[config.mk]
export PLATFORM = sky130hd
export DESIGN_NAME = adder16_seq_ctrl
export DESIGN_NICKNAME = d
export VERILOG_FILES = /design/src/rtl/adder16_seq_ctrl.sv
export SDC_FILE = /design/constraint.sdc
export NUM_CORES = 1
export LEC_CHECK = 0
export CAP_MARGIN = 20
export CORE_ASPECT_RATIO = 0.7
export CORE_MARGIN = 10
export CORE_UTILIZATION = 55
export CTS_BUF_LIST = sky130_fd_sc_hd__clkbuf_4 sky130_fd_sc_hd__clkbuf_8 sky130_fd_sc_hd__clkbuf_16
export CTS_CLUSTER_SIZE = 28
export DETAILED_ROUTE_END_ITERATION = 10
export GPL_ROUTABILITY_DRIVEN = 0
export PLACE_DENSITY = 0.89
export SLEW_MARGIN = 20
export SYNTH_ARGS = -nofsm -noshare
export SYNTH_HDL_FRONTEND = slang
export SYNTH_SLANG_ARGS = --single-unit
[constraint.sdc]
create_clock -name CLK -period 4.4 [get_ports CLK]
set_input_delay 0.88 -clock CLK [delete_from_list [all_inputs] [get_ports CLK]]
set_output_delay 0.88 -clock CLK [all_outputs]
set_load 0.02 [all_outputs]
[src/rtl/adder16_seq_ctrl.sv]
// rtl/adder16_seq_ctrl.sv - nibble-serial adder/subtractor built around one 4-bit full adder
//
// fulladder_4b: combinational 4-bit adder
//   A, B   : nibble operands
//   Cex    : carry in
//   S      : nibble sum
//   CO     : carry out
//
// adder16_seq_ctrl: computes A+B+CIN or A-B one nibble per clock, LSB nibble first
//   CLK    : clock, rising edge
//   RST_n  : asynchronous active-low reset
//   START  : begin an operation (accepted in IDLE and FIN)
//   OP_A   : operand A, latched on accept
//   OP_B   : operand B, latched on accept
//   CIN    : carry in for add mode, latched on accept
//   SUB    : 1 = A minus B, 0 = A plus B plus CIN, latched on accept
//   SUM    : result (partial nibbles visible while BUSY)
//   COUT   : final carry (subtract: 1 = no borrow)
//   OVF    : signed overflow
//   BUSY   : nibbles being computed
//   DONE   : one-cycle pulse, SUM/COUT/OVF valid

module fulladder_4b (
    input  logic [3:0] A,
    input  logic [3:0] B,
    input  logic       Cex,
    output logic [3:0] S,
    output logic       CO
);
    assign {CO, S} = {1'b0, A} + {1'b0, B} + {4'b0000, Cex};
endmodule

module adder16_seq_ctrl #(
    parameter int NIB = 4
) (
    input  logic              CLK,
    input  logic              RST_n,
    input  logic              START,
    input  logic [4*NIB-1:0]  OP_A,
    input  logic [4*NIB-1:0]  OP_B,
    input  logic              CIN,
    input  logic              SUB,
    output logic [4*NIB-1:0]  SUM,
    output logic              COUT,
    output logic              OVF,
    output logic              BUSY,
    output logic              DONE
);
    localparam int W  = 4 * NIB;
    localparam int IW = (NIB > 1) ? $clog2(NIB) : 1;

    typedef enum logic [1:0] {
        IDLE = 2'd0,
        RUN  = 2'd1,
        FIN  = 2'd2
    } state_t;

    state_t          state;
    logic [IW-1:0]   idx;
    logic [W-1:0]    a_reg;
    logic [W-1:0]    b_reg;     // already inverted for subtract
    logic            carry;

    logic [3:0]      a_nib;
    logic [3:0]      b_nib;
    logic [3:0]      s_nib;
    logic            co;
    logic [W-1:0]    sum_ins;
    logic            last;

    always_comb begin
        a_nib   = 4'h0;
        b_nib   = 4'h0;
        sum_ins = SUM;
        for (int i = 0; i < NIB; i++) begin
            if (idx == IW'(i)) begin
                a_nib            = a_reg[4*i +: 4];
                b_nib            = b_reg[4*i +: 4];
                sum_ins[4*i +: 4] = s_nib;
            end
        end
    end

    assign last = (idx == IW'(NIB - 1));

    fulladder_4b u_fa (
        .A   (a_nib),
        .B   (b_nib),
        .Cex (carry),
        .S   (s_nib),
        .CO  (co)
    );

    always_ff @(posedge CLK or negedge RST_n) begin
        if (!RST_n) begin
            state <= IDLE;
            idx   <= '0;
            a_reg <= '0;
            b_reg <= '0;
            carry <= 1'b0;
            SUM   <= '0;
            COUT  <= 1'b0;
            OVF   <= 1'b0;
            BUSY  <= 1'b0;
            DONE  <= 1'b0;
        end else begin
            case (state)
                IDLE, FIN: begin
                    DONE <= 1'b0;
                    if (START) begin
                        a_reg <= OP_A;
                        b_reg <= SUB ? ~OP_B : OP_B;
                        carry <= SUB ? 1'b1 : CIN;
                        SUM   <= '0;
                        idx   <= '0;
                        BUSY  <= 1'b1;
                        state <= RUN;
                    end else begin
                        state <= IDLE;
                    end
                end
                RUN: begin
                    SUM   <= sum_ins;
                    carry <= co;
                    if (last) begin
                        COUT  <= co;
                        // s_nib[3] is result bit W-1 on the last nibble
                        OVF   <= (a_reg[W-1] == b_reg[W-1]) && (s_nib[3] != a_reg[W-1]);
                        idx   <= '0;
                        BUSY  <= 1'b0;
                        DONE  <= 1'b1;
                        state <= FIN;
                    end else begin
                        idx <= idx + IW'(1);
                    end
                end
                default: begin
                    state <= IDLE;
                    BUSY  <= 1'b0;
                    DONE  <= 1'b0;
                end
            endcase
        end
    end
endmodule

# Yosys cells after proc, flatten, opt, wreduce, memory -nomap -nowiden
# Index checks and enable logic that the tools add are counted.
# totals
inputBits,37
out_inout_bits,20
elab_cells,71
ff_bits,57
# classes
addsub,3
mux,29
n_bitwise,1
n_eq_ne,12
n_reduce_logical,13
# ops
op,count
$mux 4,12
$mux 16,2
$pmux 16 s2,1
$not 16->16,1
$reduce_and 3->1,4
$ne 2x2->1 const B,5
$pmux 2 s2,2
$reduce_and 2->1,4
$mux 1,7
$eq 2x2->1 const B,3
$mux 2,3
$add 4x4->5,1
$add 5x1->5,1
$eq 2x1->1 const B,2
$logic_not 2->1,2
$pmux 1 s2,2
$add 2x1->2 const B,1
$reduce_bool 2->1,1
$reduce_or 2->1,1
$eq 1x1->1,1
$logic_and 1x1->1,1
$ne 1x1->1,1

# Depth between registers and ports, before layout
# Gate-level depths: netlist of the first run.
# logic_depth
word_depth,9
mapped_depth,12
mapped_depth_nobuf,12

# By module
# From an unflattened synthesis of the first run, not the netlist that was laid out.
# hier_totals
hier_cells,256
area_unflattened_um2,2758.9
# by_module_without_submodules
mod,seq_area_each_um2,cells_each,area_per_inst_um2,n_inst
adder16_seq_ctrl,1426.4,240,2615.0,1
fulladder_4b,0.0,16,143.9,1

# Worst setup path after synthesis of the first run
# No wires, ideal clock.
# synth_path
path_kind,register to register
startpoint,register idx[0]
endpoint,register SUM[2]
n_path_buf,1
setup_time_ns,0.134
path_stages_with_launch,11
t_required_ns,4.266
synth_period_minus_slack_ns,2.521
slack_ns,1.879
t_arrival_ns,2.387
cell_sequence,dfrtp_1 inv_1 ha_1 buf_4 a221oi_2 nor3_1 a21oi_1 fa_1 fa_1 xor2_1 o21ai_0
# synth_between
elab_chain_len,9
elab_cells_between_ends,18
classes_between,add/sub (2); eq/ne (4); mux (10); reduce/logical (2)
# synth_lines
element,line_no,source
start: declaration,59,logic [IW-1:0] idx;
start signal: assignment,134,idx <= idx + IW'(1);
$logic_not 2->1,76,if (idx == IW'(i)) begin
$mux 4 (4 in a row),76,
$add 4x4->5,30,"assign {CO, S} = {1'b0, A} + {1'b0, B} + {4'b0000, Cex};"
$add 5x1->5,30,
$mux 4,76,
$pmux 16 s2,107,case (state)
end signal: assignment,123,SUM <= sum_ins;
end: declaration,43,"output logic [4*NIB-1:0] SUM,"
# Several ways; a longest one is shown, not always the timed one. The select of a mux whose other input is x is not followed.
# A chain may end at the register's enable or synchronous reset.

# Final worst setup path of the first run
# layout_path
startpoint,register idx[1]
endpoint,register SUM[2]
# Same word-level chain as after synthesis.

==> metrics.txt, run 1 <==
outcome=finished, final reports clean; Max IR drop VDD=0.000333 V; nature of the critical path endpoint=flop; Worst Setup Path Type=flop to flop; # H-tree levels=2; PortBufs=56; CP Launch Type=flop; Seq cells post-synth=56; Overflow after GRT=0; die area=8370 um2; worst slew pin tran=0.907 ns; Setup WS pre-CTS=1.36 ns; final setup TNS=0 ns; final net count=356; ANT cells=0; CTS Hold Bufs=0; Max Freq=327 MHz; clock buffer depth=2; Vias=2,062; Layout Cells excl Fill=380; P&R area growth vs syn=23.6%; Post-synth ARST share=1.00; via/cell ratio=5.43; # clock sinks=56; Yosys cell types=37; CTS tree=yes; DRC errors left=0; 1st-pass router iterations=4; Static Leak=1.47 nW; final worst slack=1.34 ns; CP required=4.59 ns; Cell Pwr Density=777 nW/um2; RSZ-0062 raised after global routing=no; top_reg_cell synth=dfrtp_1; Arrival @ worst endpoint=3.24 ns; CTS Buf Count=5; drt initial violations=62; Final Cycle Share=0.695; sequential fraction of the synthesis area=0.502; Storage cell area=1400 um2; initial core utilization=0.577; GRT Overall Usage=0.143; CP Max Fanout=16; global-route wire length before repair=10.0 mm; area occupied by multi-input gates=1270 um2; Relative slew margins=0.393; DIE WIDTH=105 um; root buffer cell=clkbuf_8; post-CTS setup buffer count=0; CTS clk-pin slew, worst paths=0.10 ns; Final Setup Violations=0; max cap viols=0; Final Hold Viols=0; mean post-synth cell area=10.7 um2; hpwl dp=4.48 mm; Yosys Warn Count=0; # rows=21; final wirelength=6.05 mm; Fillers=399; Post-DRT Antenna Nets=0; core area=4830 um2; skew final=0.00415 ns; final core utilization=0.714; Post-Syn Instances=261; initial antenna violation count=0; Mapped Nets=307; dpl cells=372; die height=79.6 um; routed len/inst=15.9 um; Pwr Total=2.68 mW; Hold Path Class=flop to flop; clock latency on the worst-skew pair=0.31 ns; Post-synth EDFFs=0; share of layout cells above drive strength 1=0.0707; Tmin final=3.06 ns; cell area after synthesis=2790 um2; Final Slew Violations=0; post-CTS resize count=0; number of top-level pins=57; largest net degree at the start of global routing=68; vias in the first global route=2,114
-- layer usage --
| metal | share of wire | GRT usage |
|---|---|---|
| met1 | 0.47 | 0.178 |
| met2 | 0.46 | 0.232 |
| met3 | 0.060 | 0.0427 |
| met4 | 0.014 | 0.0546 |
| met5 | 0 | 0 |
-- cells in the final DEF (no fill, tap or decap), types with 2 or more instances in the layout --
master	synthesis	final
a21o_1	3	3
a21oi_1	10	10
a221oi_1	2	2
a221oi_2	4	4
clkbuf_8	0	5
clkdlybuf4s50_1	0	55
dfrtp_1	56	56
fa_1	2	2
ha_1	7	7
inv_1	5	5
mux2_1	16	16
nand2_1	31	31
nand2_2	2	2
nand3_1	17	17
nand3b_1	3	3
nor2_1	4	4
nor2b_1	11	11
nor3_1	3	3
nor3_2	2	2
o21ai_0	2	2
o21ai_1	35	35
o31ai_1	2	2
xnor2_1	17	17
-- critical path: stages, from the launching register on --
cell,delay [ns]
dfrtp_1,0.43
inv_1,0.10
ha_1,0.55
a221oi_2,0.14
nor3_1,0.16
a21oi_1,0.08
fa_1,0.51
fa_1,0.43
xor2_1,0.37
o21ai_0,0.15
-- area by class of cell --
| type | count | area share |
|---|---|---|
| clock buffers | 5 | 0.0199 |
| clock inverters | 3 | 0.0123 |
| inverters | 5 | 0.00544 |
| multi-input cells | 185 | 0.368 |
| flip-flops and latches | 56 | 0.406 |
| well taps | 69 | 0.0250 |
| repair buffers | 57 | 0.163 |
-- synth_stat cells, types with 2 or more instances --
| library cell | count | area share |
|---|---|---|
| o31ai_1 | 2 | 0.0054 |
| mux2_1 | 16 | 0.065 |
| buf_2 | 4 | 0.0072 |
| nor3_2 | 2 | 0.0072 |
| a21o_1 | 3 | 0.0081 |
| nor3_1 | 3 | 0.0054 |
| clkbuf_1 | 2 | 0.0027 |
| fa_1 | 2 | 0.014 |
| inv_1 | 5 | 0.0067 |
| nand3_1 | 17 | 0.030 |
| nor2_1 | 4 | 0.0054 |
| buf_6 | 2 | 0.0081 |
| a21oi_1 | 10 | 0.018 |
| nand3b_1 | 3 | 0.0081 |
| a221oi_1 | 2 | 0.0063 |
| nand2_1 | 31 | 0.042 |
| xnor2_1 | 17 | 0.053 |
| o21ai_1 | 35 | 0.063 |
| nand2_2 | 2 | 0.0045 |
| buf_4 | 7 | 0.019 |
| ha_1 | 7 | 0.031 |
| a221oi_2 | 4 | 0.022 |
| dfrtp_1 | 56 | 0.50 |
| o21ai_0 | 2 | 0.0036 |
| nor2b_1 | 11 | 0.025 |
-- final timing paths --
kind / cells past startpoint / endpoint / slack [ns] / from
setup / recovery: 9 / SUM[2]$_DFFE_PN0P_ / 1.34 / idx[1]$_DFFE_PN0P_
hold reg to reg: 2 / b_reg[1]$_DFFE_PN0P_ / 0.49 / b_reg[1]$_DFFE_PN0P_
hold / removal: 2 / b_reg[1]$_DFFE_PN0P_ / 0.49 / b_reg[1]$_DFFE_PN0P_
min in group asynchronous: 2 / a_reg[11]$_DFFE_PN0P_ / 0.69 / RST_n
max in group asynchronous: 2 / b_reg[0]$_DFFE_PN0P_ / 3.27 / RST_n
setup reg to reg: 9 / SUM[2]$_DFFE_PN0P_ / 1.34 / idx[1]$_DFFE_PN0P_
-- power breakdown --
part	internal [mW]	switching (mW)
Clock	0.169	0.166
Combinational	0.606	0.836
Sequential	0.746	0.159
-- per-stage QoR --
| stage | cell area, um2 | hold WS, ns |
|---|---|---|
| CTS | 3450 | 0.502 |
| detailed placement | 3340 | 0.476 |
| global route | 3450 | 0.521 |
| finish | 3450 | 0.494 |
| global placement | 3340 | 0.466 |
| floorplan | 2790 | 0.448 |
-- logic make-up (layout without fill, tap and decap cells) --
logic type / after synthesis / count (layout) / share of synthesized area
fa+ha+maj: 9 / 9 / 0.0457
buf+inv: 20 / 70 / 0.0435
flops: 56 / 56 / 0.502
xor+xnor: 18 / 18 / 0.0565
mux: 16 / 16 / 0.0645
compound gates: 64 / 64 / 0.145
simple gates: 78 / 78 / 0.143
(Power assumes the default switching activity.)
==> run 2, diff against run 1 <==
--- a/config.mk
+++ b/config.mk
@@ -8,12 +8,12 @@
 export CAP_MARGIN = 20
 export CORE_ASPECT_RATIO = 0.7
 export CORE_MARGIN = 10
-export CORE_UTILIZATION = 55
+export CORE_UTILIZATION = 46
 export CTS_BUF_LIST = sky130_fd_sc_hd__clkbuf_4 sky130_fd_sc_hd__clkbuf_8 sky130_fd_sc_hd__clkbuf_16
 export CTS_CLUSTER_SIZE = 28
 export DETAILED_ROUTE_END_ITERATION = 10
 export GPL_ROUTABILITY_DRIVEN = 0
-export PLACE_DENSITY = 0.89
+export PLACE_DENSITY = 0.8
 export SLEW_MARGIN = 20
 export SYNTH_ARGS = -nofsm -noshare
 export SYNTH_HDL_FRONTEND = slang
==> constraint.sdc (replaced) <==
create_clock -name CLK -period 2.7 [get_ports CLK]
set_input_delay 0.54 -clock CLK [delete_from_list [all_inputs] [get_ports CLK]]
set_output_delay 0.54 -clock CLK [all_outputs]
set_load 0.02 [all_outputs]
==> run 2 against run 1 <==
- total power grew 80%
- final cell count up 4.5%
- flip-flop and latch count stayed put
- clock power rose by 80%
- critical path type unchanged
- highest routed layer unchanged
- worst setup slack worse by 1.3 ns
- maximum frequency up 17%
- sequential power grew 65%
- sequential share of layout area decreased by 1.9 points
- via count rose by 2.6%
- combinational power up 89%
==> metrics.txt, run 2 (synthesized netlist as in run 1, its figures left out) <==
# clock sinks=56; final net count=367; ANT cells=0; drt initial violations=97; max cap viols=0; CP Launch Type=flop; Tmin final=2.61 ns; Post-DRT Antenna Nets=0; via/cell ratio=5.33; most used cell, CP=fa_2; Relative slew margins=0.670; routed len/inst=16.9 um; outcome=finished, final reports clean; Final Cycle Share=0.966; 1st-pass router iterations=4; Vias=2,115; clock buffer depth=2; Final Setup Violations=0; final wirelength=6.69 mm; nature of the critical path endpoint=flop; die area=9630 um2; root buffer cell=clkbuf_8; Static Leak=1.53 nW; skew final=0.00455 ns; vias in the first global route=2,182; GRT Overall Usage=0.138; crit path buf inv count=2; Hold Path Class=input pin to async pin; Worst path max stage delay=0.45 ns; CTS tree=yes; CP required=2.92 ns; Pwr Total=4.82 mW; Max IR drop VDD=0.000568 V; most frequent cells in the layout=dfrtp_1 (55), clkdlybuf4s50_1 (55), o21ai_1 (34); CP Max Fanout=8; hpwl dp=5.04 mm; # H-tree levels=2; CTS Hold Bufs=0; P&R area growth vs syn=29.7%; final setup TNS=0 ns; clock latency on the worst-skew pair=0.31 ns; Max Freq=383 MHz; CTS Buf Count=5; CP top delay family=adder cells; crit-path cells=inv_2 > ha_4 > nor2b_1 > a221oi_2 > nor3_1 > a21oi_1 > fa_2 > fa_2 > inv_1 > a21o_1 > a21oi_2 > o221ai_1; die height=85.2 um; Overflow after GRT=0; DIE WIDTH=113 um; global-route wire length before repair=11.1 mm; number of top-level pins=57; core area=5810 um2; Final Hold Viols=0; worst slew pin tran=0.494 ns; share of layout cells above drive strength 1=0.143; # rows=23; CP max-delay cell=dfrtp_1; Cell Pwr Density=1330 nW/um2; initial antenna violation count=0; PortBufs=56; Worst Setup Path Type=flop to flop; initial core utilization=0.480; largest net degree at the start of global routing=44; DRC errors left=0; Final Slew Violations=0; CTS clk-pin slew, worst paths=0.10 ns; FF-to-FF setup slack=0.09 ns; Arrival @ worst endpoint=2.83 ns
[run 2: cell type report]
class                   instances  area, um2
repair buffers                 68        646
clock inverters                 1       30.0
multi-input cells             185       1330
well taps                      75       93.8
inverters                       5       18.8
flip-flops and latches         56       1400
clock buffers                   7       96.3
fillers                       453       2190
[run 2: per-layer routing]
layer	wire length, um	global-route usage	part of all wire	up-vias
met1	3150	0.183	0.47	1015
met4	61	0.0310	0.0091	0
met5	0	0	0	-
met3	428	0.0450	0.064	11
li1	-	-	-	1028
met2	3050	0.215	0.46	61
[run 2: through the flow]
stage          cells  cell area [um2]   util  hold WS [ns]  worst slack, ns
3_3_place_gp     388             3420  0.588         0.442           0.0770
6_report         397             3620  0.623        0.0950           0.0911
4_1_cts          396             3560  0.613         0.100           0.0445
5_1_grt          397             3620  0.623         0.100         -0.00609
2_1_floorplan    261             2790      -         0.244            0.179
3_5_place_dp     388             3420  0.588         0.444          -0.0672
[run 2: final timing paths]
kind / startpoint / end / depth (start not counted)
min: RST_n / BUSY$_DFFE_PN0P_ / 1
max: idx[1]$_DFFE_PN0P_ / carry$_DFFE_PN0P_ / 12
max in group asynchronous: RST_n / idx[0]$_DFFE_PN0P_ / 2
min reg2reg: OVF$_DFFE_PN0P_ / OVF$_DFFE_PN0P_ / 2
max reg2reg: idx[1]$_DFFE_PN0P_ / carry$_DFFE_PN0P_ / 12
min in group CLK: OVF$_DFFE_PN0P_ / OVF$_DFFE_PN0P_ / 2
[run 2: power by group]
part           internal, mW  switching (mW)
Sequential             1.22           0.278
Combinational          1.24            1.49
Clock                 0.328           0.274
[run 2: timing repair]
action	4_1_cts	5_1_grt
endpoints found under the setup margin	5	7
pin swaps	0	2
gates resized for setup	4	12
hold endpoints to repair	0	0
buffers inserted	0	1
